### config.mk
export PLATFORM = sky130hd
export DESIGN_NAME = dout_write_arbiter
export DESIGN_NICKNAME = d
export VERILOG_FILES = /design/src/rtl/dout_arb_pkg.sv /design/src/rtl/dout_write_arbiter_prio_pick.sv /design/src/rtl/dout_write_arbiter.sv
export SDC_FILE = /design/constraint.sdc
export NUM_CORES = 1
export LEC_CHECK = 0
export ABC_AREA = 1
export CORE_MARGIN = 4
export CORE_UTILIZATION = 45
export DETAILED_ROUTE_END_ITERATION = 10
export PLACE_DENSITY = 0.8
export SETUP_SLACK_MARGIN = 0.4
export SLEW_MARGIN = 20
export SYNTH_ARGS = -nofsm -noshare
export SYNTH_HDL_FRONTEND = slang
export SYNTH_SLANG_ARGS = --single-unit
### constraint.sdc
create_clock -name clock -period 5 [get_ports clock]
set_clock_uncertainty 0.2 [all_clocks]
set_input_delay 1.25 -clock clock [delete_from_list [all_inputs] [get_ports clock]]
set_output_delay 1.25 -clock clock [all_outputs]
set_load 0.02 [all_outputs]
### src/rtl/dout_arb_pkg.sv
// Shared definitions for the dout write arbiter.
//   state_t  : arbiter FSM states (IDLE = fixed/starvation priority, BURST = locked owner)
//   owner_w  : width of the owner index for a given requester count, never below 1
package dout_arb_pkg;

  typedef enum logic {
    IDLE  = 1'b0,
    BURST = 1'b1
  } state_t;

  function automatic int owner_w(input int n);
    if ($clog2(n) < 1) return 1;
    return $clog2(n);
  endfunction

endpackage

### src/rtl/dout_write_arbiter_prio_pick.sv
// One-hot priority picker.
//   in     : request vector
//   onehot : single bit set at the highest (DIR=1) or lowest (DIR=0) set bit of in
//   any    : 1 when any bit of in is set
module prio_pick #(
  parameter int N   = 4,
  parameter bit DIR = 1'b1
) (
  input  logic [N-1:0] in,
  output logic [N-1:0] onehot,
  output logic         any
);

  logic found;

  always_comb begin
    onehot = '0;
    found  = 1'b0;
    // Scan from the preferred end; the first set bit wins.
    for (int k = 0; k < N; k++) begin
      if (!found && in[DIR ? (N - 1 - k) : k]) begin
        onehot[DIR ? (N - 1 - k) : k] = 1'b1;
        found = 1'b1;
      end
    end
    any = |in;
  end

endmodule

### src/rtl/dout_write_arbiter.sv
// Arbitrates writes from NREQ valid/ready requesters into one output register.
//   clock, reset : rising-edge clock, synchronous active-high reset
//   clr          : zero dout when no write happens this cycle
//   req_valid    : per-requester write request
//   req_data     : requester i data at [i*WIDTH +: WIDTH]
//   req_last     : 1 ends the access, 0 locks the arbiter for more beats
//   req_ready    : one-hot grant (combinational)
//   dout         : arbitrated register
//   dout_valid   : high the cycle after a transfer
//   owner        : index of the last / locked writer
//   busy         : high while a burst holds the lock
// Priority: a requester that has waited STARVE_LIMIT cycles beats the fixed
// highest-index-wins order (lowest starving index first); a burst owner beats both.
module dout_write_arbiter
  import dout_arb_pkg::*;
#(
  parameter  int NREQ         = 4,
  parameter  int WIDTH        = 8,
  parameter  int STARVE_LIMIT = 7,
  localparam int OW           = owner_w(NREQ)
) (
  input  logic                  clock,
  input  logic                  reset,
  input  logic                  clr,
  input  logic [NREQ-1:0]       req_valid,
  input  logic [NREQ*WIDTH-1:0] req_data,
  input  logic [NREQ-1:0]       req_last,
  output logic [NREQ-1:0]       req_ready,
  output logic [WIDTH-1:0]      dout,
  output logic                  dout_valid,
  output logic [OW-1:0]         owner,
  output logic                  busy
);

  localparam int            CW    = $clog2(STARVE_LIMIT + 1);
  localparam logic [CW-1:0] LIMIT = CW'(STARVE_LIMIT);
  localparam logic [CW-1:0] ONE   = CW'(1);

  state_t              state, state_nxt;
  logic [CW-1:0]       starve_cnt [NREQ];
  logic [NREQ-1:0]     starving;
  logic [NREQ-1:0]     hi_oh, lo_oh;
  logic                hi_any, lo_any;
  logic [NREQ-1:0]     grant;
  logic [NREQ-1:0]     xfer_vec;
  logic                xfer;
  logic [OW-1:0]       xfer_idx;
  logic [WIDTH-1:0]    xfer_data;
  logic                xfer_last;

  always_comb begin
    for (int i = 0; i < NREQ; i++) begin
      starving[i] = req_valid[i] && (starve_cnt[i] == LIMIT);
    end
  end

  prio_pick #(.N(NREQ), .DIR(1'b1)) u_pick_hi (
    .in     (req_valid),
    .onehot (hi_oh),
    .any    (hi_any)
  );

  prio_pick #(.N(NREQ), .DIR(1'b0)) u_pick_lo (
    .in     (starving),
    .onehot (lo_oh),
    .any    (lo_any)
  );

  // Transfer decode: grant is one-hot, so at most one requester transfers.
  always_comb begin
    xfer_vec  = req_valid & grant;
    xfer      = |xfer_vec;
    xfer_idx  = '0;
    xfer_data = '0;
    xfer_last = 1'b0;
    for (int i = 0; i < NREQ; i++) begin
      if (grant[i]) begin
        xfer_idx  = OW'(i);
        xfer_data = req_data[i*WIDTH +: WIDTH];
        xfer_last = req_last[i];
      end
    end
  end

  always_ff @(posedge clock) begin
    if (reset) state <= IDLE;
    else       state <= state_nxt;
  end

  always_comb begin
    state_nxt = state;
    grant     = '0;
    if (!reset) begin
      case (state)
        IDLE: begin
          grant = lo_any ? lo_oh : (hi_any ? hi_oh : '0);
          if (xfer && !xfer_last) state_nxt = BURST;
        end
        BURST: begin
          grant[owner] = 1'b1;
          if (xfer && xfer_last) state_nxt = IDLE;
        end
        default: state_nxt = IDLE;
      endcase
    end
  end

  assign req_ready = grant;
  assign busy      = (state == BURST);

  // Output register and starvation counters
  always_ff @(posedge clock) begin
    if (reset) begin
      dout       <= '0;
      dout_valid <= 1'b0;
      owner      <= '0;
      for (int i = 0; i < NREQ; i++) starve_cnt[i] <= '0;
    end else begin
      dout_valid <= xfer;
      if (xfer) begin
        dout  <= xfer_data;
        owner <= xfer_idx;
      end else if (clr) begin
        dout <= '0;
      end
      for (int i = 0; i < NREQ; i++) begin
        if (!req_valid[i] || xfer_vec[i]) starve_cnt[i] <= '0;
        else if (starve_cnt[i] != LIMIT)  starve_cnt[i] <= starve_cnt[i] + ONE;
      end
    end
  end

endmodule

# Word-level counts from Yosys, hierarchy flattened
# Memory sizes are Yosys's and may differ from the RTL's.
# Cells that the tools add are included.
# W data, S select, Z words.
[classes]
addsub = 4
n_lt_le_gt_ge = 2
eq_ne = 8
muxes = 72
bitwise_logic = 10
n_reduce_logical = 32
[ops]
columns = ["cell", "count"]
rows = [
  ["$mux W1", 50],
  ["$mux W8", 6],
  ["$mux W3", 8],
  ["$logic_and A1 B1 Y1", 13],
  ["$add A3 B1 Y3 const B", 4],
  ["$eq A3 B3 Y1 const B", 4],
  ["$mux W4", 3],
  ["$ne A3 B3 Y1 const B", 4],
  ["$reduce_or A4 Y1", 3],
  ["$logic_not A1 Y1", 11],
  ["$or A1 B1 Y1", 8],
  ["$pmux W4 S2", 1],
  ["$and A4 B4 Y4", 1],
  ["$logic_or A1 B1 Y1", 4],
  ["$mux W2", 2],
  ["$lt A2 B3 Y1 const B", 1],
  ["$demux W1 S2", 1],
  ["$ge A2 B1 Y1 const B", 1],
  ["$pmux W1 S2", 1],
  ["$reduce_bool A2 Y1", 1],
  ["$not A1 Y1", 1],
]
[totals]
regBits = 12
ramBits = 12
output_inout_bits = 16
word_cells = 133
memories = 1
[memory_table]
columns = ["memory", "depth", "word_bits", "read_ports", "rd_clocked_by_memory_dff", "write_ports", "line", "rtl"]
rows = [
  ["starve_cnt", 4, 3, 4, 0, 4, "dout_write_arbiter.sv:40", "logic [CW-1:0] starve_cnt [NREQ];"],
]

# Longest topological paths before layout
# An unclocked memory read counts as a cell.
[logic_depth]
ltp_word = 24
depth_mapped = 15
mapped_depth_nobuf = 15

# By module
# From an unflattened synthesis, not the netlist that was laid out.
[hier_totals]
hier_cells = 272
hier_area_um2 = 1831.8
[modules_own_cells]
columns = ["module", "n_inst", "cells_per_inst", "area_per_inst_um2", "seq_area_each_um2"]
rows = [
  ["dout_write_arbiter", 1, 252, 1739.2, 600.6],
  ["prio_pick", 2, 10, 46.3, 0.0],
]

# Worst setup path after synthesis
# No wires, ideal clock.
[synth_timing]
path_kind = "input -> output"
start = "in reset"
end = "out req_ready[0]"
arrival_ps = 2067
required_time_ps = 3550
setup_slack_ps = 1483
path_stages = 6
path_buffers = 1
cell_sequence = "buf_2 > inv_2 > o21ai_1 > a21oi_2 > nand2_1 > inv_1"
[synth_via]
elab_chain_cells = 1
[synth_lines]
columns = ["item", "line", "rtl"]
rows = [
  ["from (decl)", "dout_write_arbiter.sv:23", "input logic reset,"],
  ["$mux W4", "dout_write_arbiter.sv:93", "if (!reset) begin"],
  ["to (decl)", "dout_write_arbiter.sv:28", "output logic [NREQ-1:0] req_ready,"],
]
# Every way passes these cells.

# Worst setup path after layout
[layout_timing]
start = "in req_valid[2]"
end = "out req_ready[1]"
[layout_via]
elab_chain_cells = 9
word_cells_on_any_way = 12
[layout_lines]
columns = ["item", "line", "rtl"]
rows = [
  ["from (decl)", "dout_write_arbiter.sv:25", "input logic [NREQ-1:0] req_valid,"],
  ["$logic_and A1 B1 Y1", "dout_write_arbiter_prio_pick.sv:21", "if (!found && in[DIR ? (N - 1 - k) : k]) begin"],
  ["$mux W1", "dout_write_arbiter_prio_pick.sv:21", ""],
  ["$logic_not A1 Y1", "dout_write_arbiter_prio_pick.sv:21", ""],
  ["$logic_and A1 B1 Y1", "dout_write_arbiter_prio_pick.sv:21", ""],
  ["$mux W1", "dout_write_arbiter_prio_pick.sv:21", ""],
  ["$mux W4", "dout_write_arbiter.sv:96", "grant = lo_any ? lo_oh : (hi_any ? hi_oh : '0);"],
  ["$mux W4 *", "dout_write_arbiter.sv:96", ""],
  ["$pmux W4 S2 *", "dout_write_arbiter.sv:94", "case (state)"],
  ["$mux W4 *", "dout_write_arbiter.sv:93", ""],
]
# Every way passes the cells marked *; elsewhere a longest branch is shown, timed or not.

==> run summary <==
status: complete, no violations
post-synthesis compound-gate area fraction: 5.543%
Synth Instances: 232
Placed Instances: 336
hold slack: 287.3 ps
Hold Crit Depth: 2
Syn Area/Cell: 7.297 µm²
flop-to-flop setup slack: 2300 ps
vias in the first global route: 1650
reg-to-reg endpoint: dout[7]
post-synth top area share: 21.29%
total power: 0.6207 mW
largest area contributor in the netlist: edfxtp_1
Lkg Pwr: 1.124 nW
GRT Total Usage: 18.10%
largest net degree at the start of global routing: 20
share of the yosys chip area belonging to registers: 35.48%
Setup CP Type: in -> out
CP endpoint kind: output pin
Root Driver: clkbuf_8
Synth Flop Type: edfxtp_1
Startpoint Class: input port
maximum vdd drop: 0.1013 mV
Cell Rows: 22
antenna diode count: 0
max_cap viols: 0
largest family of logic cells by synthesized area: simple AND/OR/NAND/NOR gates
Initial Util: 46.24%
TritonCTS buffer count: 3
initial antenna violation count: 0
Worst-path clk slew: 90 ps
clock tree buffer depth: 2
DR vias/cell: 5.009
synth-to-layout area growth: 41.46%
DIE WIDTH: 69.34 µm
1st-iter DRT viols: 135
WHS Endpoint: dout[6]
clock latency on the worst-skew pair: 270 ps
TritonCTS clock tree: yes
mux cell area share after synthesis: 0%
maximum operating frequency: 0.2250 GHz
yosys warns: 0
Setup TNS Final: 0 ps
grt total ovfl: 0
Simple-Gate Fraction of Synth Area: 43.46%
Yosys reg bits: 24
Remaining DRCs: 0
DR WL/cell: 12.54 µm
first-pass GRT wire length: 7.155 mm
CORE AREA: 0.003661 mm²
most common cell in the netlist: nand2_1
Hold WC Path Type: reg -> reg
HPWL Detailed: 3.434 mm
Final Cycle Share: 88.88%
Worst slew margin: 60.45%
Core Util, Final: 65.41%
top cells by count, synth: nand2_1, inv_1, nand3_1, nor2_1, nand4_1
Synth area leaders: edfxtp_1, dfxtp_1, nand2_1
Post-Synth Adder-Cell Area: 5.913%
Top-Level Pins: 59
synthesized net count: 283
fin nets: 344
RSZ-0062 raised after global routing: no
Routed Antenna Nets: 0
DR pass1 iterations: 4
Syn Std Cell Area: 0.001693 mm²
Final setup viols: 0
Fillers: 298
die area: 0.004807 mm²
Period minus WS final: 4444 ps
# port buffers: 58
HP Start: dout[6]
share of layout cells above drive strength 1: 16.78%
# H-tree levels: 1
asr flop ratio synth: 0%
GPL Wtd Cong: 0.8406
final max-slew violation count: 0
Post-synth EDFFs: 12
XOR/XNOR share of the synthesized area: 0%
Reg-to-Reg Start: starve_cnt[1][0]
Unique masters post-synth: 26
final hold vios: 0
required arrival time at the worst endpoint: 3550 ps
critical path arrival: 2990 ps
crit-path max FO: 7
R2R cell count: 13
CTS Sinks: 24
drt total wl: 4.262 mm
Die Ht: 69.34 µm
power density over the cells: 259.2 mW/mm²
Vias: 1703
Worst Tran Pin Value: 589.3 ps
Post-Layout Cell Count: 340
-- cells by family (layout without fill, tap and decap cells) --
| kind of cell | count (synthesis) | count (layout) |
|---|---|---|
| AND/OR/NAND/NOR | 146 | 146 |
| adder cells (fa/ha/maj) | 8 | 8 |
| AO/OA/AOI/OAI | 14 | 14 |
| flip-flops | 24 | 24 |
| buffers and inverters | 40 | 100 |
-- power by group --
group | leakage [nW] | switching, mW | internal (mW)
clock network | 0.0339 | 0.0680 | 0.0871
logic | 0.846 | 0.126 | 0.101
registers | 0.244 | 0.0148 | 0.224
total | 1.12 | 0.209 | 0.412
-- stage by stage --
stage / worst slack, ps / area (µm²)
2_1_floorplan: 1483 / 1693
3_3_place_gp: 324.3 / 2328
3_5_place_dp: 287.9 / 2328
4_1_cts: 455.1 / 2391
5_1_grt: 424.9 / 2395
6_report: 556.0 / 2395
-- worst max-delay path, stage by stage --
cell             delay, ps
clkdlybuf4s50_1        510
nand2_1                150
nand2_1                 80
nor2_2                 150
nand2_1                 80
nand2_2                150
nand3_2                140
inv_2                  160
clkdlybuf4s15_1        320
-- final cells by class --
cell class	count	area (µm²)	area share [%]
Inverter	34	127.6	5.329
Multi-Input combinational cell	168	929.6	38.82
Clock buffer	4	66.31	2.769
Tap cell	48	60.06	2.508
Timing Repair Buffer	62	610.6	25.50
Sequential cell	24	600.6	25.08
-- sequential cells by signal, summed over array words and instances (netlist names), named ones only --
name        flops
dout            8
owner           2
dout_valid      1
starve_cnt     12
-- layer usage --
layer	vias to the layer above	routed length, µm	track usage [%]
met3	10	230	2.464
li1	877	-	-
met5	-	0	0
met1	750	1920	22.61
met4	0	96	6.725
met2	66	2015	31.46
-- layout by cell type (no fill, tap or decap), types with 6 or more instances in the layout --
cell type,netlist,final
nand2_1,53,53
inv_1,29,29
nand4_1,13,13
ha_1,8,8
nand3_1,25,25
nand3_2,7,7
edfxtp_1,12,12
nor2_1,21,21
or2_2,12,12
clkdlybuf4s50_1,0,54
dfxtp_1,12,12
nand2_2,6,6
-- worst max path at each step --
stage | startpoint | end | slack (ps) | cells after the start
after floorplan | reset | req_ready[0] | 1480 | 6
after global placement | req_valid[2] | req_ready[1] | 320 | 8
after detailed placement | req_valid[2] | req_ready[1] | 290 | 8
after CTS | req_valid[0] | req_ready[3] | 460 | 7
after global routing | req_valid[0] | req_ready[1] | 420 | 9
final | req_valid[2] | req_ready[1] | 560 | 9
-- timing repair --
item,CTS,global route
hold buffers,0,0
setup buffers,0,0
gates resized for setup,3,2
setup endpoints to repair,3,2
Note: power is estimated with default switching activity, not from simulation.
